[src/rtl/interrupt_acknowledge_sequencer_pkg.sv]
// Shared types, constants and level conversion helpers for the 8259A INTA sequencer.

package interrupt_acknowledge_sequencer_pkg;

   typedef enum logic [1:0] {
      StIdle,
      StPulse1,
      StPulse2,
      StPulse3
   } state_e;

   localparam logic [7:0] CallOpcode    = 8'hCD;
   localparam logic [2:0] SpuriousLevel = 3'd7;

   function automatic logic [2:0] bit2num(input logic [7:0] onehot);
      logic [2:0] num;
      num = 3'd0;
      for (int i = 0; i < 8; i++) begin
         if (onehot[i]) num = 3'(i);
      end
      return num;
   endfunction

   function automatic logic [7:0] num2bit(input logic [2:0] num);
      return 8'd1 << num;
   endfunction

endpackage

[src/rtl/interrupt_acknowledge_sequencer_inta_edge_detector.sv]
// Registers the synchronised INTA pin and flags its falling and rising edges.

module interrupt_acknowledge_sequencer_inta_edge_detector (
   input  logic clock,
   input  logic reset_n,
   input  logic inta_n,
   output logic fall,
   output logic rise
);

   logic inta_q;
   logic inta_d;

   always_comb begin
      inta_d = inta_n;
   end

   always_ff @(posedge clock or negedge reset_n) begin
      if (!reset_n) begin
         inta_q <= 1'b1;
      end else begin
         inta_q <= inta_d;
      end
   end

   assign fall = inta_q & ~inta_n;
   assign rise = ~inta_q & inta_n;

endmodule

[src/rtl/interrupt_acknowledge_sequencer.sv]
// 8259A INTA handshake: raises INT, counts INTA pulses, latches the level and drives vector bytes.

module interrupt_acknowledge_sequencer
   import interrupt_acknowledge_sequencer_pkg::*;
(
   input  logic        clock,
   input  logic        reset_n,
   input  logic        interrupt_acknowledge_n,
   input  logic [7:0]  interrupt_request,
   input  logic        write_initial_command_word_1,
   input  logic        u8086_or_mcs80_config,
   input  logic        call_address_interval_4,
   input  logic [10:0] interrupt_vector_address,
   output logic        interrupt_to_cpu,
   output logic        latch_in_service,
   output logic [7:0]  acknowledge_interrupt,
   output logic        end_of_acknowledge_sequence,
   output logic        out_control_logic_data,
   output logic [7:0]  control_logic_data
);

   logic        fall;
   logic        rise;
   state_e      state_q, state_d;
   logic        int_q, int_d;
   logic        lis_q, lis_d;
   logic [7:0]  ack_q, ack_d;
   logic        eoa_q, eoa_d;
   logic        oe_q, oe_d;
   logic [7:0]  data_q, data_d;
   logic        mode_q, mode_d;
   logic        ci4_q, ci4_d;
   logic [10:0] iva_q, iva_d;
   logic [2:0]  lvl_q;
   logic [7:0]  ack_new;
   logic [7:0]  byte2;
   logic [7:0]  byte3;

   interrupt_acknowledge_sequencer_inta_edge_detector u_edge (
      .clock   (clock),
      .reset_n (reset_n),
      .inta_n  (interrupt_acknowledge_n),
      .fall    (fall),
      .rise    (rise)
   );

   // An empty request at the first INTA is answered as spurious level 7.
   assign ack_new = (interrupt_request == 8'h00) ? num2bit(SpuriousLevel) : interrupt_request;
   assign lvl_q   = bit2num(ack_q);
   assign byte2   = mode_q ? {iva_q[10:6], lvl_q} :
                    ci4_q  ? {iva_q[2:0], lvl_q, 2'b00} :
                             {iva_q[2:1], lvl_q, 3'b000};
   assign byte3   = iva_q[10:3];

   always_comb begin
      state_d = state_q;
      int_d   = int_q;
      lis_d   = 1'b0;
      ack_d   = ack_q;
      eoa_d   = 1'b0;
      oe_d    = oe_q;
      data_d  = data_q;
      mode_d  = mode_q;
      ci4_d   = ci4_q;
      iva_d   = iva_q;

      unique case (state_q)
         StIdle: begin
            int_d  = |interrupt_request;
            ack_d  = 8'h00;
            oe_d   = 1'b0;
            data_d = 8'h00;
            if (fall) begin
               mode_d  = u8086_or_mcs80_config;
               ci4_d   = call_address_interval_4;
               iva_d   = interrupt_vector_address;
               ack_d   = ack_new;
               lis_d   = |interrupt_request;
               int_d   = 1'b0;
               oe_d    = ~u8086_or_mcs80_config;
               data_d  = u8086_or_mcs80_config ? 8'h00 : CallOpcode;
               state_d = StPulse1;
            end
         end
         StPulse1: begin
            if (rise) begin
               oe_d    = 1'b0;
               data_d  = 8'h00;
               state_d = StPulse2;
            end
         end
         StPulse2: begin
            if (fall) begin
               oe_d   = 1'b1;
               data_d = byte2;
            end else if (rise) begin
               oe_d   = 1'b0;
               data_d = 8'h00;
               if (mode_q) begin
                  eoa_d   = 1'b1;
                  state_d = StIdle;
               end else begin
                  state_d = StPulse3;
               end
            end
         end
         StPulse3: begin
            if (fall) begin
               oe_d   = 1'b1;
               data_d = byte3;
            end else if (rise) begin
               oe_d    = 1'b0;
               data_d  = 8'h00;
               eoa_d   = 1'b1;
               state_d = StIdle;
            end
         end
      endcase

      // ICW1 re-initialises the controller mid-sequence without an end pulse.
      if (write_initial_command_word_1) begin
         state_d = StIdle;
         int_d   = 1'b0;
         lis_d   = 1'b0;
         ack_d   = 8'h00;
         eoa_d   = 1'b0;
         oe_d    = 1'b0;
         data_d  = 8'h00;
      end
   end

   always_ff @(posedge clock or negedge reset_n) begin
      if (!reset_n) begin
         state_q <= StIdle;
         int_q   <= 1'b0;
         lis_q   <= 1'b0;
         ack_q   <= 8'h00;
         eoa_q   <= 1'b0;
         oe_q    <= 1'b0;
         data_q  <= 8'h00;
         mode_q  <= 1'b0;
         ci4_q   <= 1'b0;
         iva_q   <= 11'h000;
      end else begin
         state_q <= state_d;
         int_q   <= int_d;
         lis_q   <= lis_d;
         ack_q   <= ack_d;
         eoa_q   <= eoa_d;
         oe_q    <= oe_d;
         data_q  <= data_d;
         mode_q  <= mode_d;
         ci4_q   <= ci4_d;
         iva_q   <= iva_d;
      end
   end

   assign interrupt_to_cpu            = int_q;
   assign latch_in_service            = lis_q;
   assign acknowledge_interrupt       = ack_q;
   assign end_of_acknowledge_sequence = eoa_q;
   assign out_control_logic_data      = oe_q;
   assign control_logic_data          = data_q;

endmodule
[config.mk]
export PLATFORM = sky130hd
export DESIGN_NAME = interrupt_acknowledge_sequencer
export DESIGN_NICKNAME = d
export VERILOG_FILES = /design/src/rtl/interrupt_acknowledge_sequencer_pkg.sv /design/src/rtl/interrupt_acknowledge_sequencer_inta_edge_detector.sv /design/src/rtl/interrupt_acknowledge_sequencer.sv
export SDC_FILE = /design/constraint.sdc
export NUM_CORES = 1
export LEC_CHECK = 0
export ABC_AREA = 1
export CAP_MARGIN = 20
export CORE_ASPECT_RATIO = 1.2
export CORE_MARGIN = 4
export CORE_UTILIZATION = 38
export DETAILED_ROUTE_END_ITERATION = 10
export PLACE_DENSITY = 0.73
export SLEW_MARGIN = 20
export SYNTH_ARGS = -nofsm -noshare
export SYNTH_HDL_FRONTEND = slang
export SYNTH_SLANG_ARGS = --single-unit
[constraint.sdc]
create_clock -name clock -period 1.77 [get_ports clock]
set_input_delay 0.177 -clock clock [delete_from_list [all_inputs] [get_ports clock]]
set_output_delay 0.177 -clock clock [all_outputs]
set_load 0.02 [all_outputs]
Yosys cells after proc, flatten, opt, wreduce, memory -nomap -nowiden
Index checks and enable logic that the tools add are counted.

cells by class
  equal/unequal tests = 9
  bitwise gates (word level) = 5
  muxes and demuxes = 47
  reduce and logical (&&, ||, !) cells = 7

operators with widths
  cell                number
  $mux 8              11
  $pmux 8 s4          1
  $mux 2              9
  $ne 3x3->1 const B  6
  $mux 1              17
  $mux 3              5
  $logic_not 8->1     1
  $pmux 2 s4          1
  $reduce_or 8->1     1
  $mux 6              1
  $reduce_and 6->1    1
  $eq 2x2->1 const B  2
  $not 1->1           3
  $pmux 1 s3          1
  $and 1x1->1         2
  $eq 2x1->1 const B  1
  $logic_not 2->1     1
  $pmux 1 s2          1
  $reduce_and 2->1    1
  $reduce_bool 2->1   1
  $reduce_or 2->1     1

word-level totals
  register bits after elaboration = 36
  input port bits = 25
  output and inout port bits = 20
  logic and storage cells = 79

Longest topological paths before layout
  depth in word-level cells = 12
  depth in mapped cells = 13
  gate-level depth less buffers = 13

Modules after synthesis
Synthesis repeated with hierarchy kept, for this count alone.

second synthesis, totals
  cells, all modules = 217
  area, all modules = 1804.2 um^2

by module, submodules not included
  module                                              instances  area each (um^2)  sequential area each (um^2)  cells each
  interrupt_acknowledge_sequencer                     1          1762.9            875.8                        212
  interrupt_acknowledge_sequencer_inta_edge_detector  1          41.3              26.3                         5

Worst setup path before layout
OpenSTA, ideal clock, no wires.

  kind = reg-to-reg
  start = register u_edge.inta_q
  end = register data_q[4], in the netlist control_logic_data[4]
  slack = 0.357 ns
  period minus slack after synthesis = 1.413 ns
  data arrival time = 1.292 ns
  stages on the path, launching flop included = 9
  library setup time = 0.122 ns
  path buffers = 1
  data required time = 1.648 ns
  cell sequence = dfstp_2 inv_1 nor2_4 inv_4 buf_6 o21ai_0 nand2_1 a21oi_1 nor3_1

between the ends
  longest elaborated chain between the ends = 6
  elaborated cells on any way between the ends = 9
  classes of those cells = 6 x mux; 3 x bitwise

ends and longest elaborated chain
  element                           RTL line                                                                       text
  start, declared                   interrupt_acknowledge_sequencer_inta_edge_detector.sv:11                       logic inta_q;
  start signal, assigned            interrupt_acknowledge_sequencer_inta_edge_detector.sv:22                       inta_q <= inta_d;
  $not 1->1                         interrupt_acknowledge_sequencer_inta_edge_detector.sv:27                       assign rise = ~inta_q & inta_n;
  $and 1x1->1                       interrupt_acknowledge_sequencer_inta_edge_detector.sv:27
  $mux 8                            --
  $mux 8, on equally long branches  interrupt_acknowledge_sequencer.sv:108, interrupt_acknowledge_sequencer.sv:93
  $pmux 8 s4 (*)                    interrupt_acknowledge_sequencer.sv:67                                          unique case (state_q)
  $mux 8 (*)                        interrupt_acknowledge_sequencer.sv:121                                         if (write_initial_command_word_1) begin
  net data_d[4]                     interrupt_acknowledge_sequencer.sv:30                                          logic [7:0] data_q, data_d;
  end signal, assigned              interrupt_acknowledge_sequencer.sv:151                                         data_q <= data_d;
  end, declared                     interrupt_acknowledge_sequencer.sv:30

Mark *: on every way through the listed nets, which the timed path passes. The rest lies on a longest branch.
A chain may end at the register's enable or synchronous reset.

Final worst setup path
  start = register u_edge.inta_q
  end = register data_q[3], in the netlist control_logic_data[3]

The elaborated chain is that of the path after synthesis.

==> impl_results.md <==
- Die height: 84.96 um
- Num CTS Buffers: 5
- Worst Hold Class: primary input to asynchronous set/reset pin
- EDFF count, synth: 0
- Worst skew pair latency: 0.29 ns
- Crit path largest cell delay: 0.52 ns
- 1st-iter DRT viols: 124
- Nets: 304
- Gpl congestion: 0.9003
- CTS max path bufs: 2
- First-pass GRT wire length: 7514 um
- Crit path max fanout: 15
- Ys async rst share: 100.0%
- Vias in the first global route: 1641
- Fraction of layout cells with a size suffix above 1: 9.319%
- Total nets after synthesis: 256
- Via density: 5.003
- Ys flop type: dfrtp_1
- Post-synth top area share: 46.70%
- Routed Antenna Nets: 0
- Vias: 1686
- CP Capture Type: register
- Transition time of the tightest slew-check pin: 0.5608 ns
- Clock transition at path regs: 0.07 ns
- Tmin final: 1.582 ns
- Commonest cells post-synth: nand2_1 (75), dfrtp_1 (35), inv_1 (26)
- Root buf cell: clkbuf_8
- Area Growth Syn to Fin: 30.75%
- Crit path kind: register to register
- CTS H-tree depth: 2
- Final setup margin: 0.1877 ns
- Sink Count: 36
- CTS tree: built
- Yosys cell types: 27
- Synth area leaders: dfrtp_1 (47%), nand2_1 (15%), inv_1 (5.2%), a21oi_1 (3.7%), nand3_1 (3.7%)
- Unrepaired setup endpoints after global routing: no
- Crit path arrival time: 1.75 ns
- Critical R2R Launch: u_edge.inta_q
- Overall power: 3.264 mW
- Avg Synthesized Cell Area: 8.119 um^2
- Die X: 72.14 um
- Die Area: 0.006129 mm^2
- Max cap viols: 0
- Final hold vios: 0
- Leakage power total: 1.188 nW
- Postcts setup bufs: 0
- Drt total wl: 4526 um
- Crit path launch type: register
- Site Rows: 27
- Final setup fails: 0
- Core ar.: 0.004696 mm^2
- Pin count of the biggest net entering global routing: 37
- Routed WL per cell: 13.43 um
- Initial antenna violation count: 0
- Setup tns final: 0 ns
- CTS Hold Bufs: 0
- Synthesized cell area: 0.001876 mm^2
- Total track usage: 15.68%
- Power per cell area: 1331 mW/mm^2
- HPWL after detailed placement: 3435 um
- Most common cell in the synthesized netlist: nand2_1
- Total iterations of the first detailed-routing run: 4
- IO Count: 45
- Crit-path cells: inv_1 -> nor2_4 -> inv_4 -> o21ai_0 -> nor2_1 -> a211oi_1 -> a21oi_1
- Worst Setup SP: u_edge.inta_q
- Worst path slowest cell: dfstp_2
- Mapped Cells: 231
- Maximum vdd drop: 0.5821 mV
- Post-synth top area cell: dfrtp_1
- Fin crit share: 89.40%
- Required time of the worst setup path: 1.94 ns
- Outcome: finished clean
- Fin. max-slew vios: 0
- GRT Residual Overflow: 0
- Initial Util: 39.94%
- Setup WS pre-CTS: 0.07819 ns
- Gates resized, CTS repair: 0
- YS warnings: 0
- Port-buffer cells: 44
- # DRC: 0
- Clk_skew: 0.007056 ns
- #FFs+latches synth: 36
- Post-synthesis sequential area ratio: 48.10%
- Fmax: 0.6320 GHz
- Rel. slew slack: 62.27%
- Ant diodes: 0
## logic make-up (layout without fill, tap and decap cells)
| kind of cell | Yosys count | count (layout) | share of synthesized area, % |
|---|---|---|---|
| compound gates | 47 | 47 | 15.34 |
| buf+inv | 37 | 85 | 9.540 |
| flops | 36 | 36 | 48.10 |
| simple gates | 111 | 111 | 27.02 |
## power breakdown
part | internal [mW] | leakage (nW) | total (mW) | switching [mW]
logic | 0.516 | 0.668 | 1.33 | 0.811
registers | 1.07 | 0.470 | 1.31 | 0.237
clock network | 0.346 | 0.0503 | 0.627 | 0.280
## per-stage QoR
stage	util, %	hold slack, ns	std cells	cell area (um^2)
finish	52.22	0.3031	337	2452
global placement	50.17	0.4550	330	2356
CTS	52.22	0.3225	337	2452
floorplan	-	-0.1186	231	1876
detailed placement	50.17	0.4593	330	2356
global route	52.22	0.3692	337	2452
## final cells by class
type	count	area, um^2
clock buffer	7	96.34
fill	437	2243
inverter	31	123.9
multi-input combinational	158	794.5
sequential	36	902.1
tap	58	72.57
timing repair buffer	47	462.9
## worst paths after layout
check / endpoint / slack (ns) / cells after the start
setup / recovery: control_logic_data[3] / 0.19 / 7
hold / removal: acknowledge_interrupt[3] / 0.30 / 2
setup reg to reg: control_logic_data[3] / 0.19 / 7
hold reg to reg: iva_q[0] / 0.47 / 2
max in group asynchronous: u_edge.inta_q / 1.12 / 2
min in group clock: iva_q[7] / 0.43 / 3
## per-layer routing
layer / track usage (%) / vias to the layer above / routed length (um)
li1: - / 837 / -
met3: 2.962 / 11 / 235
met1: 18.48 / 792 / 1848
met4: 9.402 / 0 / 114
met5: 0 / - / 0
met2: 26.01 / 46 / 2328
## critical path, delay by kind of cell (launching register included)
family | cells | cell delay (ns)
AO/OA/AOI/OAI | 3 | 0.49
buffers and inverters | 2 | 0.21
flip-flops | 1 | 0.52
AND/OR/NAND/NOR | 2 | 0.24
## cell usage in the layout (no fill, tap or decap), types with 3 or more instances in the layout
master,netlist,routed
a21oi_1,14,14
dfrtp_1,35,35
inv_4,3,3
inv_1,26,26
o211ai_1,3,3
o21ai_0,13,13
clkbuf_8,0,7
nand2_1,75,75
buf_4,0,3
nor2_4,3,3
clkdlybuf4s50_1,0,44
o21ai_1,6,6
nor3_1,4,4
o22ai_1,5,5
nand3_1,14,14
nor2_1,10,10
## sequential cells by signal (all words and copies together), names as in the netlist
| signal | cells |
|---|---|
| end_of_acknowledge_sequence | 1 |
| state_q | 2 |
| latch_in_service | 1 |
| iva_q | 11 |
| out_control_logic_data | 1 |
| acknowledge_interrupt | 8 |
| mode_q | 1 |
| u_edge.inta_q | 1 |
| control_logic_data | 8 |
| interrupt_to_cpu | 1 |
| ci4_q | 1 |
Note: power is estimated with default switching activity, not from simulation.
